File: src/rtl/mdu_iter.sv
// rtl/mdu_iter.sv - iterative multiply/divide execute unit with pipeline stall
//
// Ports:
//   clk         in   1     core clock, rising edge
//   reset       in   1     synchronous active-high reset
//   Start       in   1     request, sampled only while idle
//   ALUControl  in   4     4'b0010 = MUL (low XLEN bits), 4'b0100 = DIV (signed quotient)
//   SrcA        in   XLEN  multiplicand / dividend
//   SrcB        in   XLEN  multiplier / divisor
//   Busy        out  1     high while running and in the done cycle
//   Done        out  1     one-cycle pulse, Result valid in that cycle
//   Stall       out  1     holds the pipeline from the accept cycle through the done cycle
//   Result      out  XLEN  product low half or quotient, held until the next op completes
module mdu_iter #(
    parameter int XLEN = 32
) (
    input  logic            clk,
    input  logic            reset,
    input  logic            Start,
    input  logic [3:0]      ALUControl,
    input  logic [XLEN-1:0] SrcA,
    input  logic [XLEN-1:0] SrcB,
    output logic            Busy,
    output logic            Done,
    output logic            Stall,
    output logic [XLEN-1:0] Result
);

    localparam int CW = $clog2(XLEN);
    localparam logic [CW-1:0]   LAST_CNT = CW'(XLEN - 1);
    localparam logic [XLEN-1:0] MIN_NEG  = {1'b1, {(XLEN-1){1'b0}}};

    typedef enum logic [1:0] {
        S_IDLE = 2'd0,
        S_RUN  = 2'd1,
        S_DONE = 2'd2
    } state_t;

    state_t          state_q, state_d;
    logic [CW-1:0]   cnt_q;
    logic            op_div_q;
    logic            neg_q;
    // a_q: multiplicand (MUL) or dividend shifting out / quotient shifting in (DIV)
    // b_q: multiplier (MUL) or divisor magnitude (DIV)
    // acc_q: product accumulator (MUL) or partial remainder (DIV)
    logic [XLEN-1:0] a_q, b_q, acc_q;
    logic [XLEN-1:0] result_q;

    logic            is_mul_in, is_div_in, valid_op, accept;
    logic            div_zero, div_ovf, special;
    logic            last_iter;
    logic [XLEN-1:0] abs_a, abs_b;

    assign is_mul_in = (ALUControl == 4'b0010);
    assign is_div_in = (ALUControl == 4'b0100);
    assign valid_op  = is_mul_in | is_div_in;
    assign accept    = (state_q == S_IDLE) & Start & valid_op;
    assign div_zero  = (SrcB == '0);
    assign div_ovf   = (SrcA == MIN_NEG) & (SrcB == '1);
    // Special-case divides are resolved at accept and go straight to DONE.
    assign special   = is_div_in & (div_zero | div_ovf);
    assign last_iter = (cnt_q == LAST_CNT);

    // Magnitude of the most negative value wraps to itself, which is the correct unsigned magnitude.
    assign abs_a = SrcA[XLEN-1] ? -SrcA : SrcA;
    assign abs_b = SrcB[XLEN-1] ? -SrcB : SrcB;

    // One iteration step for each operation.
    logic [XLEN-1:0] mul_acc;
    logic [XLEN:0]   rem_sh, rem_diff;
    logic            q_bit;
    logic [XLEN-1:0] div_rem, div_quo, div_final;

    always_comb begin
        mul_acc   = acc_q + (b_q[0] ? a_q : '0);
        rem_sh    = {acc_q, a_q[XLEN-1]};
        rem_diff  = rem_sh - {1'b0, b_q};
        q_bit     = ~rem_diff[XLEN];
        div_rem   = q_bit ? rem_diff[XLEN-1:0] : rem_sh[XLEN-1:0];
        div_quo   = {a_q[XLEN-2:0], q_bit};
        div_final = neg_q ? -div_quo : div_quo;
    end

    // FSM state register
    always_ff @(posedge clk) begin
        if (reset) begin
            state_q <= S_IDLE;
        end else begin
            state_q <= state_d;
        end
    end

    // FSM next state
    always_comb begin
        state_d = state_q;
        case (state_q)
            S_IDLE:  if (accept) state_d = special ? S_DONE : S_RUN;
            S_RUN:   if (last_iter) state_d = S_DONE;
            S_DONE:  state_d = S_IDLE;
            default: state_d = S_IDLE;
        endcase
    end

    // FSM outputs
    always_comb begin
        Busy = 1'b0;
        Done = 1'b0;
        case (state_q)
            S_RUN:   Busy = 1'b1;
            S_DONE: begin
                Busy = 1'b1;
                Done = 1'b1;
            end
            default: ;
        endcase
    end

    assign Stall  = Busy | accept;
    assign Result = result_q;

    // Datapath
    always_ff @(posedge clk) begin
        if (reset) begin
            cnt_q    <= '0;
            op_div_q <= 1'b0;
            neg_q    <= 1'b0;
            a_q      <= '0;
            b_q      <= '0;
            acc_q    <= '0;
            result_q <= '0;
        end else begin
            case (state_q)
                S_IDLE: begin
                    if (accept) begin
                        cnt_q    <= '0;
                        acc_q    <= '0;
                        op_div_q <= is_div_in;
                        if (is_div_in) begin
                            a_q   <= abs_a;
                            b_q   <= abs_b;
                            neg_q <= SrcA[XLEN-1] ^ SrcB[XLEN-1];
                            if (div_zero) begin
                                result_q <= '1;
                            end else if (div_ovf) begin
                                result_q <= MIN_NEG;
                            end
                        end else begin
                            a_q   <= SrcA;
                            b_q   <= SrcB;
                            neg_q <= 1'b0;
                        end
                    end
                end
                S_RUN: begin
                    cnt_q <= cnt_q + CW'(1);
                    if (op_div_q) begin
                        acc_q <= div_rem;
                        a_q   <= div_quo;
                    end else begin
                        acc_q <= mul_acc;
                        a_q   <= a_q << 1;
                        b_q   <= b_q >> 1;
                    end
                    // Capture the final step directly so Result is valid in the DONE cycle.
                    if (last_iter) begin
                        result_q <= op_div_q ? div_final : mul_acc;
                    end
                end
                default: ;
            endcase
        end
    end

endmodule

File: config.mk
export PLATFORM = sky130hd
export DESIGN_NAME = mdu_iter
export DESIGN_NICKNAME = d
export VERILOG_FILES = /design/src/rtl/mdu_iter.sv
export SDC_FILE = /design/constraint.sdc
export NUM_CORES = 1
export LEC_CHECK = 0
export CORE_MARGIN = 2
export CORE_UTILIZATION = 35
export CTS_BUF_LIST = sky130_fd_sc_hd__clkbuf_4
export DETAILED_ROUTE_END_ITERATION = 7
export PLACE_DENSITY = 0.63
export SETUP_SLACK_MARGIN = 0.05
export SLEW_MARGIN = 10
export SYNTH_ARGS = -nofsm -noshare
export SYNTH_HDL_FRONTEND = slang
export SYNTH_SLANG_ARGS = --single-unit
File: constraint.sdc
create_clock -name clk -period 5.85 [get_ports clk]
set_input_delay 1.17 -clock clk [delete_from_list [all_inputs] [get_ports clk]]
set_output_delay 1.17 -clock clk [all_outputs]
set_load 0.02 [all_outputs]
==> impl_metrics.tcl, run 1 <==
set metrics [dict create \
    dr.pass1.iters 7 \
    start_util_pct 35.71 \
    rsz0062_at_grt "false" \
    drv_cap 0 \
    cp-start-kind "flip-flop" \
    layout_min_cycle_time_ps 5095 \
    dp.final_hpwl_um 30910 \
    critPathMaxFanout 8 \
    grt_max_degree 82 \
    hold_class "reg -> reg" \
    overflow 0 \
    clock_path_buffers 2 \
    num_vias 12420 \
    hold_violations 0 \
    fin_nets 1831 \
    syn-cell-area_um2 12010 \
    worstHoldStart "b_q[2]$_SDFFE_PP0P_" \
    fp.dieH_um 189.2 \
    crit_chain "inv_1 -> ha_1 -> inv_1 -> fa_1 -> a211oi_2 -> o21ai_1 -> a31oi_2 -> a2111oi_4 -> a221o_1 -> xor2_2 -> inv_2 -> ha_1 -> nand2b_1 -> or3_1 -> or3_1 -> or3_1 -> o31ai_2 -> xor2_1 -> nand2_1 -> a31oi_1 -> nor3_1" \
    synth.ff_latch_count 137 \
    via_per_inst 5.786 \
    yosys.cell_types.count 91 \
    crit_family "compound AO/OA/AOI/OAI gates" \
    core.rowCount 67 \
    powerDensity_nw_per_um2 179.2 \
    cts.clk_slew.worst_paths_ps 150 \
    synthCells 1638 \
    yosysSeqAreaShare_pct 22.85 \
    fill_cells 3484 \
    cts_max_level 4 \
    die_x_um 189.2 \
    cp_slowest_cell "or3_1" \
    relSlewSlack_pct 35.14 \
    ys.flop_type "dfxtp_1" \
    cts_setup_buffers 0 \
    drt-initial-drc-count 1079 \
    ctsHoldBuffers 0 \
    place_congestion 0.9093 \
    slowest_delay_ps 450 \
    numCtsBuffers 17 \
    critPathBufInv 3 \
    worstReg2RegStart "a_q[31]$_SDFFE_PP0P_" \
    cts_tree "built" \
    skew_ps 30.10 \
    ant_nets 0 \
    final_cell_area_um2 13670 \
    place_area_um2 13390 \
    antenna_found_initial 1 \
    cts_resized 0 \
    irDropWorstVdd_v 0.0001349 \
    setup_tns_ps 0 \
    synth_edf_count 0 \
    drcViolationCount 0 \
    whs_path_depth 2 \
    fmax_mhz 196.3 \
    final_cell_mix "208 x nand2_1, 149 x nor2_1, 136 x dfxtp_1, 135 x a21oi_1, 110 x o21ai_0" \
    ios 106 \
    whs_ps 485.2 \
    area_growth_pct 13.90 \
    syn_area_per_cell_um2 7.329 \
    clock_latency_ps 590 \
    core-area_um2 33620 \
    dieArea_um2 35800 \
    yosysTopAreaCellShare_pct 22.85 \
    wl_per_cell_um 18.72 \
    async_reset_ff_share_pct 0 \
    numClockSinks 137 \
    outcome "complete, no violations" \
    grt_pass1_wl_um 63540 \
    period_share_pct 87.10 \
    path_common_cell "or3_1" \
    layout-drive-gt1-share_pct 5.595 \
    worstHoldEndpoint "b_q[2]$_SDFFE_PP0P_" \
    cp.arrival_ps 5570 \
    yosys_warnings 0 \
    max_slew.worst_pin.slew_ps 948.4 \
    layout_commonest_cell "nand2_1" \
    grt_pass1_vias 11660 \
    setup_viol 0 \
    regToRegSetupSlack_ps 750 \
    timing.rr.end "Result[30]$_SDFFE_PP0P_" \
    routed_wl_um 40180 \
    cts_root_buf "clkbuf_4" \
    crit_required_ps 6320 \
    crit_type "reg -> reg" \
    io_buffers 105 \
    synth_area_leaders "dfxtp_1 23%, ha_1 7.6%, nand2_1 6.5%" \
    end_kind "flip-flop" \
    maxSlewViolCount 0 \
    syn_nets 1784 \
    leakage_nw 5.082 \
    synth_top_cell_by_area "dfxtp_1" \
    track_usage_pct 22.18 \
    reg2regPathDepth 21 \
]
-- worst max-delay path by stage --
stage,from,to,cells past startpoint
final,a_q[31]$_SDFFE_PP0P_,Result[30]$_SDFFE_PP0P_,21
after CTS,a_q[31]$_SDFFE_PP0P_,Result[30]$_SDFFE_PP0P_,21
after global placement,a_q[31]$_SDFFE_PP0P_,Result[30]$_SDFFE_PP0P_,21
after global routing,a_q[31]$_SDFFE_PP0P_,Result[30]$_SDFFE_PP0P_,21
after floorplan,b_q[0]$_SDFFE_PP0P_,Result[30]$_SDFFE_PP0P_,23
after detailed placement,a_q[31]$_SDFFE_PP0P_,Result[30]$_SDFFE_PP0P_,21
-- sequential cells by signal, indices dropped and copies added (netlist names) --
name and cells:
Result 32, state_q 2, acc_q 32, neg_q 1, b_q 32, cnt_q 5, op_div_q 1, a_q 32
-- power by group --
part	leakage [nW]	total (mW)	internal, mW	switching [mW]
Clock	0.141	0.667	0.226	0.442
Sequential	1.11	0.987	0.955	0.0323
Combinational	3.83	0.796	0.305	0.491
-- worst reg2reg max path, cell delays in order, from the launching register on --
cell and delay [ps]:
dfxtp_1 360, inv_1 60, ha_1 150, inv_1 60, fa_1 440, a211oi_2 250, o21ai_1 170, a31oi_2 430
a2111oi_4 170, a221o_1 380, xor2_2 170, inv_2 110, ha_1 170, nand2b_1 90, or3_1 380, or3_1 450
or3_1 410, o31ai_2 250, xor2_1 170, nand2_1 60, a31oi_1 190, nor3_1 70
-- layer usage --
metal / wire [um] / global-route usage (%) / vias to the layer above
met5: 0 / 0 / -
met4: 1008 / 7.091 / 0
met3: 1978 / 2.169 / 68
met2: 18730 / 36.53 / 408
met1: 18470 / 30.42 / 5838
li1: - / - / 6108
-- cell families after synthesis --
kind of cell	synth area share (%)
AND/OR/NAND/NOR	24.97
AO/OA/AOI/OAI	28.66
buffers and inverters	5.367
flip-flops	22.85
XOR/XNOR	9.547
adder cells (fa/ha/maj)	7.942
multiplexers	0.6670
-- synthesized netlist by cell type, drive strengths merged (6+ instances only) --
| master | number |
|---|---|
| o211ai | 22 |
| a21o | 12 |
| a222oi | 24 |
| nor3 | 42 |
| xnor2 | 52 |
| or3 | 28 |
| mux2i | 8 |
| a31oi | 23 |
| nor2 | 154 |
| nand4 | 17 |
| a211o | 6 |
| a22oi | 7 |
| clkbuf | 78 |
| xor2 | 78 |
| inv | 64 |
| a21oi | 136 |
| nand2b | 16 |
| a221oi | 7 |
| dfxtp | 137 |
| and2 | 44 |
| or2 | 9 |
| o31ai | 23 |
| o21ai | 114 |
| or4 | 15 |
| o21a | 11 |
| nor2b | 13 |
| a32o | 15 |
| nor4 | 16 |
| ha | 73 |
| and3 | 14 |
| o41ai | 12 |
| nand3 | 23 |
| a211oi | 26 |
| a2111oi | 10 |
| o221ai | 6 |
| buf | 21 |
| nand2 | 209 |
-- stage by stage --
stage	util, %	total power, mW	setup slack (ps)	std cells
floorplan	-	1.550	783.3	1638
global placement	39.84	1.787	893.8	2114
detailed placement	39.84	1.791	856.5	2114
CTS	40.67	2.450	785.8	2146
global route	40.68	2.577	551.9	2147
finish	40.68	2.451	754.8	2147
-- final cells by class --
type / count / area, um^2 / share of cell area (%)
multi-input combinational: 1337 / 8630 / 63.11
sequential: 137 / 2744 / 20.07
timing repair buffer: 127 / 1214 / 8.875
tap: 448 / 560.5 / 4.099
inverter: 65 / 244.0 / 1.784
clock inverter: 15 / 152.6 / 1.116
clock buffer: 17 / 127.6 / 0.9333
antenna: 1 / 2.502 / 0.01830
No activity file was read; power rests on OpenSTA's default activity.
==> run 2: changes to the inputs <==
--- a/config.mk
+++ b/config.mk
@@ -12,4 +12,5 @@
 export PLACE_DENSITY = 0.63
 export SETUP_SLACK_MARGIN = 0.05
+export SKIP_LAST_GASP = 1
 export SLEW_MARGIN = 10
 export SYNTH_ARGS = -nofsm -noshare
==> constraint.sdc (replaced) <==
create_clock -name clk -period 5.85 [get_ports clk]
set_input_delay 1.17 -clock clk [delete_from_list [all_inputs] [get_ports clk]]
set_output_delay 1.17 -clock clk [all_outputs]
set_load 0.05 [all_outputs]
==> results of run 2 <==
Same layout as run 1 (identical final DEF). Status: complete, no violations.
Among the figures that moved: total power 2.451 mW -> 2.469 mW; worst IR drop on VDD 0.0001349 V -> 0.0001569 V
==> run 3: changes to the inputs <==
Settings changed: GPL_TIMING_DRIVEN set to 0.
==> impl_metrics.tcl, run 3 (same netlist as run 1, synthesis figures left out) <==
set metrics [dict create \
    outcome "complete, no violations" \
    leakage_nw 5.187 \
    cts_max_level 4 \
    final_cell_mix "208 x nand2_1, 151 x nor2_1, 136 x dfxtp_1, 136 x a21oi_1, 110 x o21ai_0" \
    drv_cap 0 \
    core.rowCount 67 \
    start_util_pct 35.71 \
    numClockSinks 137 \
    track_usage_pct 25.68 \
    ant_nets 0 \
    wl_per_cell_um 21.00 \
    skew_ps 33.34 \
    via_per_inst 5.901 \
    layout_commonest_cell "nand2_1" \
    cp-start-kind "flip-flop" \
    ios 106 \
    die_x_um 189.2 \
    max_slew.worst_pin.slew_ps 1057 \
    grt_max_degree 20 \
    dieArea_um2 35800 \
    irDropWorstVdd_v 0.0001613 \
    hold_class "reg -> reg" \
    cp.arrival_ps 5970 \
    dr.pass1.iters 8 \
    clock_path_buffers 2 \
    area_growth_pct 16.34 \
    fin_nets 1914 \
    finalPower_mw 2.571 \
    dp.final_hpwl_um 37870 \
    routed_wl_um 46840 \
    end_kind "flip-flop" \
    relSlewSlack_pct 27.69 \
    maxSlewViolCount 0 \
    powerDensity_nw_per_um2 184.1 \
    cts.clk_slew.worst_paths_ps 150 \
    fp.dieH_um 189.2 \
    grt_pass1_wl_um 71190 \
    period_share_pct 93.95 \
    drcViolationCount 0 \
    cts_root_buf "clkbuf_4" \
    setup_viol 0 \
    postLayoutCoreUtil_pct 41.55 \
    num_vias 13160 \
    cts_tree "built" \
    io_buffers 104 \
    place_congestion 0.9610 \
    numCtsBuffers 17 \
    fmax_mhz 181.9 \
    critPathMaxFanout 19 \
    layout.cells.non_filler 2230 \
    layout_min_cycle_time_ps 5496 \
    dp_cells 2191 \
    drt-initial-drc-count 1363 \
    layout-drive-gt1-share_pct 5.222 \
    hold_violations 0 \
    rsz0062_at_grt "false" \
    antenna_found_initial 1 \
    core-area_um2 33620 \
    crit_type "reg -> reg" \
    overflow 0 \
    regToRegSetupSlack_ps 350 \
    clock_latency_ps 630 \
    grt_pass1_vias 12430 \
    crit_required_ps 6320 \
]
[run 3: cell type report]
cell class | instances | area [um^2]
inverters | 65 | 244.0
well taps | 448 | 560.5
diodes | 1 | 2.502
clock buffers | 17 | 127.6
fillers | 3521 | 19650
repair buffers | 112 | 1101
flip-flops and latches | 137 | 2744
multi-input cells | 1337 | 8633
clock inverters | 15 | 151.4
plain buffers | 98 | 402.9
[run 3: worst paths after layout]
check	startpoint	end	cells after the start
max	b_q[0]$_SDFFE_PP0P_	Result[30]$_SDFFE_PP0P_	22
min	b_q[26]$_SDFFE_PP0P_	b_q[26]$_SDFFE_PP0P_	2
max reg2reg	b_q[0]$_SDFFE_PP0P_	Result[30]$_SDFFE_PP0P_	22
min reg2reg	b_q[26]$_SDFFE_PP0P_	b_q[26]$_SDFFE_PP0P_	2
[run 3: worst max-delay path: stages (launching register included)]
cell and delay [ps]:
dfxtp_2 460, ha_1 210, inv_1 60, fa_1 440, a211oi_2 260, o21ai_1 200
a31oi_4 260, a2111oi_4 150, a221o_1 380, xor2_2 220, inv_2 150, buf_6 230
ha_1 200, nand2b_1 80, or3_1 390, or3_1 320, buf_2 170, or3_1 370
o31ai_2 210, xor2_1 180, nand2_1 70, a31oi_1 240, nor3_1 80
[run 3: repair_timing]
item	4_1_cts	5_1_grt
endpoints found under the hold margin	0	0
pin swaps	0	2
endpoints found under the setup margin	10	6
hold buffers	0	0
gates resized for setup	2	2
setup buffers	0	7
[run 3: stage by stage]
stage | worst slack (ps) | instance area [um^2] | hold WS, ps | setup TNS (ps)
final | 353.8 | 13970 | 484.4 | 0
after global routing | 103.4 | 13970 | 515.1 | 0
after CTS | 109.0 | 13910 | 481.9 | 0
after detailed placement | -552.1 | 13620 | 463.5 | -2726
after global placement | -573.9 | 13610 | 460.6 | -2945
after floorplan | 783.3 | 12010 | 449.6 | 0
[run 3: report_power, final]
| group | switching (mW) | total (mW) | internal, mW |
|---|---|---|---|
| clock | 0.467 | 0.660 | 0.193 |
| sequential | 0.0306 | 0.986 | 0.955 |
| combinational | 0.581 | 0.926 | 0.345 |
| total | 1.08 | 2.57 | 1.49 |
[run 3: layer usage]
layer / vias to the layer above / global-route usage [%] / share of wire [%]
li1: 6261 / - / -
met1: 6253 / 35.88 / 46
met2: 557 / 40.65 / 44
met3: 89 / 3.244 / 7.0
met4: 0 / 8.804 / 2.9
met5: - / 0 / 0
